==> src/rtl/passcode_checker_pkg.sv <==
// Shared definitions for the passcode checker: controller state encoding and BCD limits.
package passcode_checker_pkg;

    typedef enum logic [1:0] {
        ENTRY    = 2'd0,
        CHECK    = 2'd1,
        UNLOCKED = 2'd2,
        LOCKOUT  = 2'd3
    } state_e;

    localparam logic [3:0] BCD_MAX    = 4'd9;
    localparam logic [2:0] NUM_DIGITS = 3'd4;

endpackage

==> src/rtl/passcode_entry_buffer.sv <==
// Collects keyed BCD digits into a 4-digit shift buffer; the first digit keyed ends up most significant.
module passcode_entry_buffer
    import passcode_checker_pkg::*;
(
    input  logic        clk_i,
    input  logic        reset_i,
    input  logic        enable_i,
    input  logic        consume_i,
    input  logic        key_valid_i,
    input  logic [3:0]  key_digit_i,
    input  logic        key_clear_i,
    output logic [15:0] buffer_o,
    output logic [2:0]  digit_count_o,
    output logic        full_o
);

    logic [15:0] buffer_q, buffer_d;
    logic [2:0]  count_q, count_d;

    always_ff @(posedge clk_i or posedge reset_i) begin
        if (reset_i) begin
            buffer_q <= '0;
            count_q  <= '0;
        end else begin
            buffer_q <= buffer_d;
            count_q  <= count_d;
        end
    end

    always_comb begin
        buffer_d = buffer_q;
        count_d  = count_q;
        if (consume_i) begin
            buffer_d = '0;
            count_d  = '0;
        end else if (enable_i) begin
            if (key_clear_i) begin
                buffer_d = '0;
                count_d  = '0;
            end else if (key_valid_i && (key_digit_i <= BCD_MAX) && (count_q < NUM_DIGITS)) begin
                buffer_d = {buffer_q[11:0], key_digit_i};
                count_d  = count_q + 3'd1;
            end
        end
    end

    // Flags the edge on which the final digit lands, so the controller enters CHECK on that same edge.
    assign full_o        = (count_d == NUM_DIGITS);
    assign buffer_o      = buffer_q;
    assign digit_count_o = count_q;

endmodule

==> config.mk <==
export PLATFORM = sky130hd
export DESIGN_NAME = passcode_entry_buffer
export DESIGN_NICKNAME = d
export VERILOG_FILES = /design/src/rtl/passcode_checker_pkg.sv /design/src/rtl/passcode_entry_buffer.sv
export SDC_FILE = /design/constraint.sdc
export NUM_CORES = 1
export LEC_CHECK = 0
export ABC_CLOCK_PERIOD_IN_PS = 1560
export CAP_MARGIN = 30
export CORE_AREA = 8 8 59 66
export CTS_CLUSTER_SIZE = 10
export DETAILED_ROUTE_END_ITERATION = 8
export DIE_AREA = 0 0 67 74
export DONT_BUFFER_PORTS = 1
export GPL_ROUTABILITY_DRIVEN = 1
export PLACE_DENSITY_LB_ADDON = 0.15
export SLEW_MARGIN = 20
export SYNTH_ARGS = -nofsm -noshare
export SYNTH_HDL_FRONTEND = slang
export SYNTH_SLANG_ARGS = --single-unit
==> constraint.sdc <==
create_clock -name clk_i -period 1.56 [get_ports clk_i]
set_input_delay 0.468 -clock clk_i [delete_from_list [all_inputs] [get_ports clk_i]]
set_output_delay 0.468 -clock clk_i [all_outputs]
set_load 0.05 [all_outputs]
==> results of run 1 <==
==> cell type report <==
class	instances	area, µm²	area share [%]
clock buffer	4	26.3	2.53
multi-input combinational	34	335	32.3
sequential	19	479	46.1
inverter	1	3.75	0.361
timing repair buffer	16	151	14.6
tap	34	42.5	4.10
==> worst register-to-register path, cell delays in order, from the launching register on <==
cell and delay (ns):
sky130_fd_sc_hd__dfrtp_2 0.40, sky130_fd_sc_hd__nor2b_4 0.05, sky130_fd_sc_hd__a21o_1 0.17, sky130_fd_sc_hd__buf_4 0.14, sky130_fd_sc_hd__a21oi_4 0.40, sky130_fd_sc_hd__a22o_1 0.22
==> sequential cells by signal (all words and copies together) (netlist names) <==
name           count
buffer_o          16
digit_count_o      3
==> power by group through the flow <==
| stage | registers [mW] | clock network, mW | logic [mW] |
|---|---|---|---|
| 2_1_floorplan | 0.521 | 0 | 0.0429 |
| 3_3_place_gp | 0.517 | 0 | 0.0708 |
| 3_5_place_dp | 0.517 | 0 | 0.0707 |
| 4_1_cts | 0.508 | 0.255 | 0.0765 |
| 5_1_grt | 0.509 | 0.289 | 0.0834 |
| 6_report | 0.508 | 0.247 | 0.0746 |
==> logic make-up (layout without fill, tap and decap cells) <==
kind of cell | Yosys count | in the layout | share of synthesized area [%]
compound gates | 24 | 24 | 26.2
mux | 1 | 1 | 1.24
simple gates | 8 | 8 | 8.98
buf+inv | 3 | 21 | 3.25
fa+ha+maj | 1 | 1 | 1.55
flops | 19 | 19 | 58.8
==> repair_timing <==
item                                    CTS  global route
cloned                                    0             0
buffers inserted                          0             0
endpoints found under the setup margin   18             3
resized for setup                         5             1
==> routing by layer <==
metal / wire, µm / part of all wire, % / global-route usage [%] / up-vias
met5: 0 / 0 / 0 / -
met4: 14 / 0.72 / 4.19 / 0
met3: 298 / 15 / 5.87 / 2
met2: 863 / 45 / 12.8 / 25
met1: 762 / 39 / 9.46 / 269
li1: - / - / - / 257
==> metrics by stage <==
step,instance area (µm²),std cells
final,1040,108
after CTS,1030,108
after global placement,986,104
after global routing,1040,108
after floorplan,833,56
after detailed placement,986,104
==> how the worst max path moves through the flow <==
stage / startpoint / cells after the start / end
after floorplan: digit_count_o[2] / 4 / full_o
after global placement: key_digit_i[1] / 5 / full_o
after detailed placement: key_digit_i[1] / 5 / full_o
after CTS: digit_count_o[2] / 5 / full_o
after global routing: digit_count_o[2] / 5 / full_o
final: digit_count_o[2] / 5 / full_o
==> cells in the mapped netlist <==
library cell               count  area share [%]
sky130_fd_sc_hd__dfrtp_1      19              59
sky130_fd_sc_hd__a22o_1       16              17
sky130_fd_sc_hd__and2b_1       2             1.9
sky130_fd_sc_hd__buf_6         2             2.8
sky130_fd_sc_hd__a211oi_2      1             1.5
sky130_fd_sc_hd__a21o_1        1            0.93
sky130_fd_sc_hd__a21oi_2       1             1.1
sky130_fd_sc_hd__a311oi_1      1             1.1
sky130_fd_sc_hd__a31oi_1       1            0.77
sky130_fd_sc_hd__a41oi_1       1             1.1
sky130_fd_sc_hd__ha_1          1             1.5
sky130_fd_sc_hd__inv_1         1            0.46
sky130_fd_sc_hd__mux2i_1       1             1.2
sky130_fd_sc_hd__nand2_1       1            0.46
sky130_fd_sc_hd__nand2_2       1            0.77
sky130_fd_sc_hd__nand2b_1      1            0.77
sky130_fd_sc_hd__nor2b_4       1             1.7
sky130_fd_sc_hd__nor3b_4       1             2.3
sky130_fd_sc_hd__nor4b_1       1             1.1
sky130_fd_sc_hd__o21ai_2       1             1.1
sky130_fd_sc_hd__o21ba_1       1             1.2
==> impl_metrics.tcl, run 1 <==
set metrics [dict create \
    tritoncts "yes" \
    count_of_port_buffers_added_during_placement 0 \
    hold_path_class "in -> async" \
    layout_common_cells "sky130_fd_sc_hd__a22o_1, sky130_fd_sc_hd__dfrtp_1, sky130_fd_sc_hd__buf_4" \
    setup_viol_count_final 1 \
    setup.worst_path.class "reg -> out" \
    avgSynthCellArea_um2 14.4 \
    fin_tns_setup_ns -0.561 \
    ys.warnings.count 0 \
    r2r_cells 5 \
    globalRoute.totalOverflow 0 \
    gr-usage-all-layers_pct 8.73 \
    critical_path.n_buffers_inverters 1 \
    average_wire_per_cell_in_the_routed_design_um 17.9 \
    yosys_register_bits 19 \
    setup.reg_to_reg.worst_slack_ns 0.12 \
    cts.reportedPaths.clkPinSlew_ns 0.11 \
    hold-worst-slack_ns 0.0672 \
    core_box_area_um2 2890 \
    hold_violations 0 \
    grt_max_degree 20 \
    drt_first_iter_violations 21 \
    slowest_delay_ns 0.44 \
    placementRows 21 \
    synth.net_count 67 \
    path_cells "nor2b_4, a21o_1, a311oi_2, nor4b_4, buf_12" \
    via_count 553 \
    first_pass_iters 2 \
    cellPowerDensity_nw_per_um2 799 \
    fmaxAchievable_mhz 471 \
    worst_clock_skew_ns 0.00116 \
    die_width_um 67 \
    dieArea_um2 4960 \
    synthesis.instances 56 \
    crit-reg2reg-launch "digit_count_o[2]" \
    areaGrowthSynthToFinish_pct 28.5 \
    path_delay_family "simple AND/OR/NAND/NOR gates" \
    max_slew_margin_pct 64.7 \
    grt_antenna_before_repair 0 \
    depth_of_the_cts_h_tree 1 \
    part_of_the_total_power_dissipated_in_sequential_elements_pct 61.2 \
    clock_latency_ns 0.29 \
    worst-slew-pin-transition_ns 0.529 \
    layout_cell_share_with_drive_strength_beyond_1_pct 40.5 \
    place.detailed.hpwl_um 1450 \
    vdd_drop_max_mv 0.309 \
    switchingPower_mw 0.201 \
    place.gp.congestion 0.735 \
    layout_setup_ws_ns -0.561 \
    crit_path_max_fanout 3 \
    filler_cell_count 290 \
    grt_first_pass_wirelength_um 3230 \
    fin_crit_sh_pct 136 \
    detail_route.drc_violations 0 \
    slowest_stage "sky130_fd_sc_hd__dfrtp_2" \
    timing.final.max_slew_violations 0 \
    failing_checks "setup timing" \
    syn-cell-area_um2 808 \
    wirelength_routed_um 1940 \
    period_minus_slack_ns 2.12 \
    worstReg2RegEnd "buffer_o[6]" \
    cts_root_buffer "sky130_fd_sc_hd__clkbuf_4" \
    finalPower_mw 0.829 \
    n_antenna_cell 0 \
    maxCapViolCount 0 \
    clkPwrFrac_pct 29.8 \
    die_height_um 74 \
    netlist-cell-type-count 21 \
    seq_total_area_yosys_pct 58.8 \
    num-nets-final 86 \
    floorplan.initialDensity_pct 28.0 \
    ctsHoldBuffers 0 \
    p_sw_share_pct 24.3 \
    preCtsSetupSlack_ns -0.411 \
    cp.required_ns 1.09 \
    cts-buffers-inserted 3 \
    power.static_leakage_nw 0.503 \
    first_global_vias 617 \
    layout.core_utilization_pct 35.9 \
    route.detailed.vias_per_inst 5.12 \
    status "complete, but fails checks" \
    p_int_mw 0.628 \
    top_level_ports 30 \
    setup_repair_after_global_routing_missed_its_margin "true" \
    final_antenna_net_count 0 \
    worst_setup_path_end_kind "primary output" \
    timing.critical_path.from_type "register" \
    comb_power_share_pct 9.0 \
    clock_path_buffers 2 \
    crit_path_arrival_time_ns 1.65 \
    numClockSinks 19 \
]
No activity file was read; power rests on OpenSTA's default activity.
==> run 2, diff against run 1 <==
--- a/config.mk
+++ b/config.mk
@@ -5,14 +5,15 @@
 export SDC_FILE = /design/constraint.sdc
 export NUM_CORES = 1
 export LEC_CHECK = 0
-export ABC_CLOCK_PERIOD_IN_PS = 1560
+export ABC_CLOCK_PERIOD_IN_PS = 2500
 export CAP_MARGIN = 30
 export CORE_AREA = 8 8 59 66
-export CTS_CLUSTER_SIZE = 10
+export CTS_CLUSTER_SIZE = 24
 export DETAILED_ROUTE_END_ITERATION = 8
 export DIE_AREA = 0 0 67 74
 export DONT_BUFFER_PORTS = 1
 export GPL_ROUTABILITY_DRIVEN = 1
+export HOLD_SLACK_MARGIN = 0.05
 export PLACE_DENSITY_LB_ADDON = 0.15
 export SLEW_MARGIN = 20
 export SYNTH_ARGS = -nofsm -noshare
==> constraint.sdc (replaced) <==
create_clock -name clk_i -period 2.5 [get_ports clk_i]
set_input_delay 0.75 -clock clk_i [delete_from_list [all_inputs] [get_ports clk_i]]
set_output_delay 0.75 -clock clk_i [all_outputs]
set_load 0.05 [all_outputs]
==> run 2 against run 1 <==
- critical path depth unchanged
- first-iteration DRC count shrank 24%
- clock-buffer cell count unchanged
- largest cell class unchanged
- cell count decreased by 6.5%
- register-to-register slack gained 0.66 ns
- the flow now finishes without violations
- sequential cell count stayed put
- combinational power is 49% lower
- worst setup slack improved by 0.57 ns
- wire length fell by 0.93%
- sequential power fell by 38%
==> impl_metrics.tcl, run 2 (synthesized netlist as in run 1, its figures left out) <==
set metrics [dict create \
    hold_path_class "in -> async" \
    clock_latency_ns 0.29 \
    fin_crit_sh_pct 99.6 \
    n_antenna_cell 0 \
    place.gp.congestion 0.674 \
    average_wire_per_cell_in_the_routed_design_um 19.0 \
    worst_clock_skew_ns 0.00255 \
    via_count 537 \
    slowest_delay_ns 0.32 \
    count_of_port_buffers_added_during_placement 0 \
    slowest_stage "sky130_fd_sc_hd__nor4b_4" \
    setup.reg_to_reg.worst_slack_ns 0.78 \
    placementRows 21 \
    hold_violations 0 \
    timing.final.max_slew_violations 0 \
    setup_repair_after_global_routing_missed_its_margin "true" \
    first_pass_iters 4 \
    die_width_um 67 \
    preCtsSetupSlack_ns -0.0241 \
    max_slew_margin_pct 49.6 \
    fmaxAchievable_mhz 402 \
    crit_path_arrival_time_ns 1.74 \
    detail_route.drc_violations 0 \
    worst-slew-pin-transition_ns 0.756 \
    grt_antenna_before_repair 0 \
    setup_viol_count_final 0 \
    layout_setup_ws_ns 0.0105 \
    power.static_leakage_nw 0.468 \
    floorplan.initialDensity_pct 28.0 \
    place.detailed.hpwl_um 1370 \
    layout_cell_share_with_drive_strength_beyond_1_pct 31.3 \
    first_global_vias 561 \
    hold-worst-slack_ns 0.461 \
    wirelength_routed_um 1920 \
    clock_path_buffers 2 \
    placedCellCount 94 \
    layout.core_utilization_pct 33.6 \
    dieArea_um2 4960 \
    largest_reg_flops 16 \
    period_minus_slack_ns 2.49 \
    die_height_um 74 \
    post_layout_nonfiller_instances 101 \
    cellPowerDensity_nw_per_um2 527 \
    grt_first_pass_wirelength_um 2990 \
    final_antenna_net_count 0 \
    cts_root_buffer "sky130_fd_sc_hd__clkbuf_4" \
    r2r_cells 5 \
    core_box_area_um2 2890 \
    vdd_drop_max_mv 0.202 \
    numClockSinks 19 \
    route.detailed.vias_per_inst 5.32 \
    cp.required_ns 1.75 \
    tritoncts "yes" \
    areaGrowthSynthToFinish_pct 20.1 \
    layout_common_cells "sky130_fd_sc_hd__dfrtp_1, sky130_fd_sc_hd__a22o_1, sky130_fd_sc_hd__buf_4, sky130_fd_sc_hd__clkbuf_4, sky130_fd_sc_hd__and2b_1" \
    drt_first_iter_violations 16 \
    setup.worst_path.class "in -> out" \
    timing.critical_path.from_type "input port" \
    fin_tns_setup_ns 0 \
    num-nets-final 79 \
    depth_of_the_cts_h_tree 1 \
    path_cells "o21ai_4, a21o_1, a311oi_2, nor4b_4, buf_12" \
    top_level_ports 30 \
    cts-buffers-inserted 3 \
    gr-usage-all-layers_pct 8.05 \
    mostFrequentLayoutCell "sky130_fd_sc_hd__dfrtp_1" \
    cts.reportedPaths.clkPinSlew_ns 0.11 \
    crit_path_max_fanout 4 \
    worst_setup_path_end_kind "primary output" \
    grt_max_degree 20 \
    worstReg2RegEnd "buffer_o[15]" \
    status "complete, no violations" \
    crit-reg2reg-launch "digit_count_o[2]" \
    globalRoute.totalOverflow 0 \
    maxCapViolCount 0 \
]
==> run 2: cell types whose count changed in the layout (fill, tap and decap cells not counted), moves of 3 or more <==
cell,previous run,this run
sky130_fd_sc_hd__dfrtp_1,16,19
sky130_fd_sc_hd__buf_6,3,0
sky130_fd_sc_hd__dfrtp_2,3,0
sky130_fd_sc_hd__buf_4,11,8
==> run 2: stage by stage <==
step                      total power, mW  cell area [µm²]
after CTS                           0.521              963
after detailed placement            0.361              915
after floorplan                     0.353              837
after global routing                0.539              971
after global placement              0.361              915
final                               0.512              971
==> run 2: cell type report <==
type | instances | area, µm²
well taps | 34 | 42.5
clock buffers | 4 | 26.3
repair buffers | 9 | 80.1
inverters | 1 | 3.75
flip-flops and latches | 19 | 475
multi-input cells | 34 | 343
fillers | 297 | 1920
==> run 2: power breakdown <==
part	switching (mW)	leakage (nW)	total [mW]	internal, mW
Sequential	0.00738	0.265	0.317	0.309
Combinational	0.0245	0.188	0.0384	0.0139
Clock	0.0947	0.0150	0.157	0.0620
Total	0.127	0.468	0.512	0.385
==> run 2: worst max-delay path, delay by kind of cell <==
kind	cells	cell delay, ns
AO/OA/AOI/OAI	3	0.49
AND/OR/NAND/NOR	1	0.32
buffers and inverters	1	0.18
==> run 2: per-layer routing <==
metal	GRT usage [%]	routed length (µm)	part of all wire, %
met1	8.48	788	41
met2	13.0	889	46
met3	4.37	223	12
met4	3.49	18	0.94
met5	0	0	0
==> run 2: worst max path at each step <==
stage,from,end,slack [ns]
finish,key_digit_i[2],full_o,0.01
global route,key_digit_i[2],full_o,-0.06
CTS,key_digit_i[2],full_o,-0.03
detailed placement,key_digit_i[1],full_o,-0.02
global placement,key_digit_i[1],full_o,-0.05
floorplan,key_digit_i[1],full_o,-0.15
==> run 2: timing repair <==
action,CTS,global route
resized for setup,1,0
pin swaps,3,1
endpoints found under the setup margin,1,1
setup buffers,2,1
hold buffers,0,0
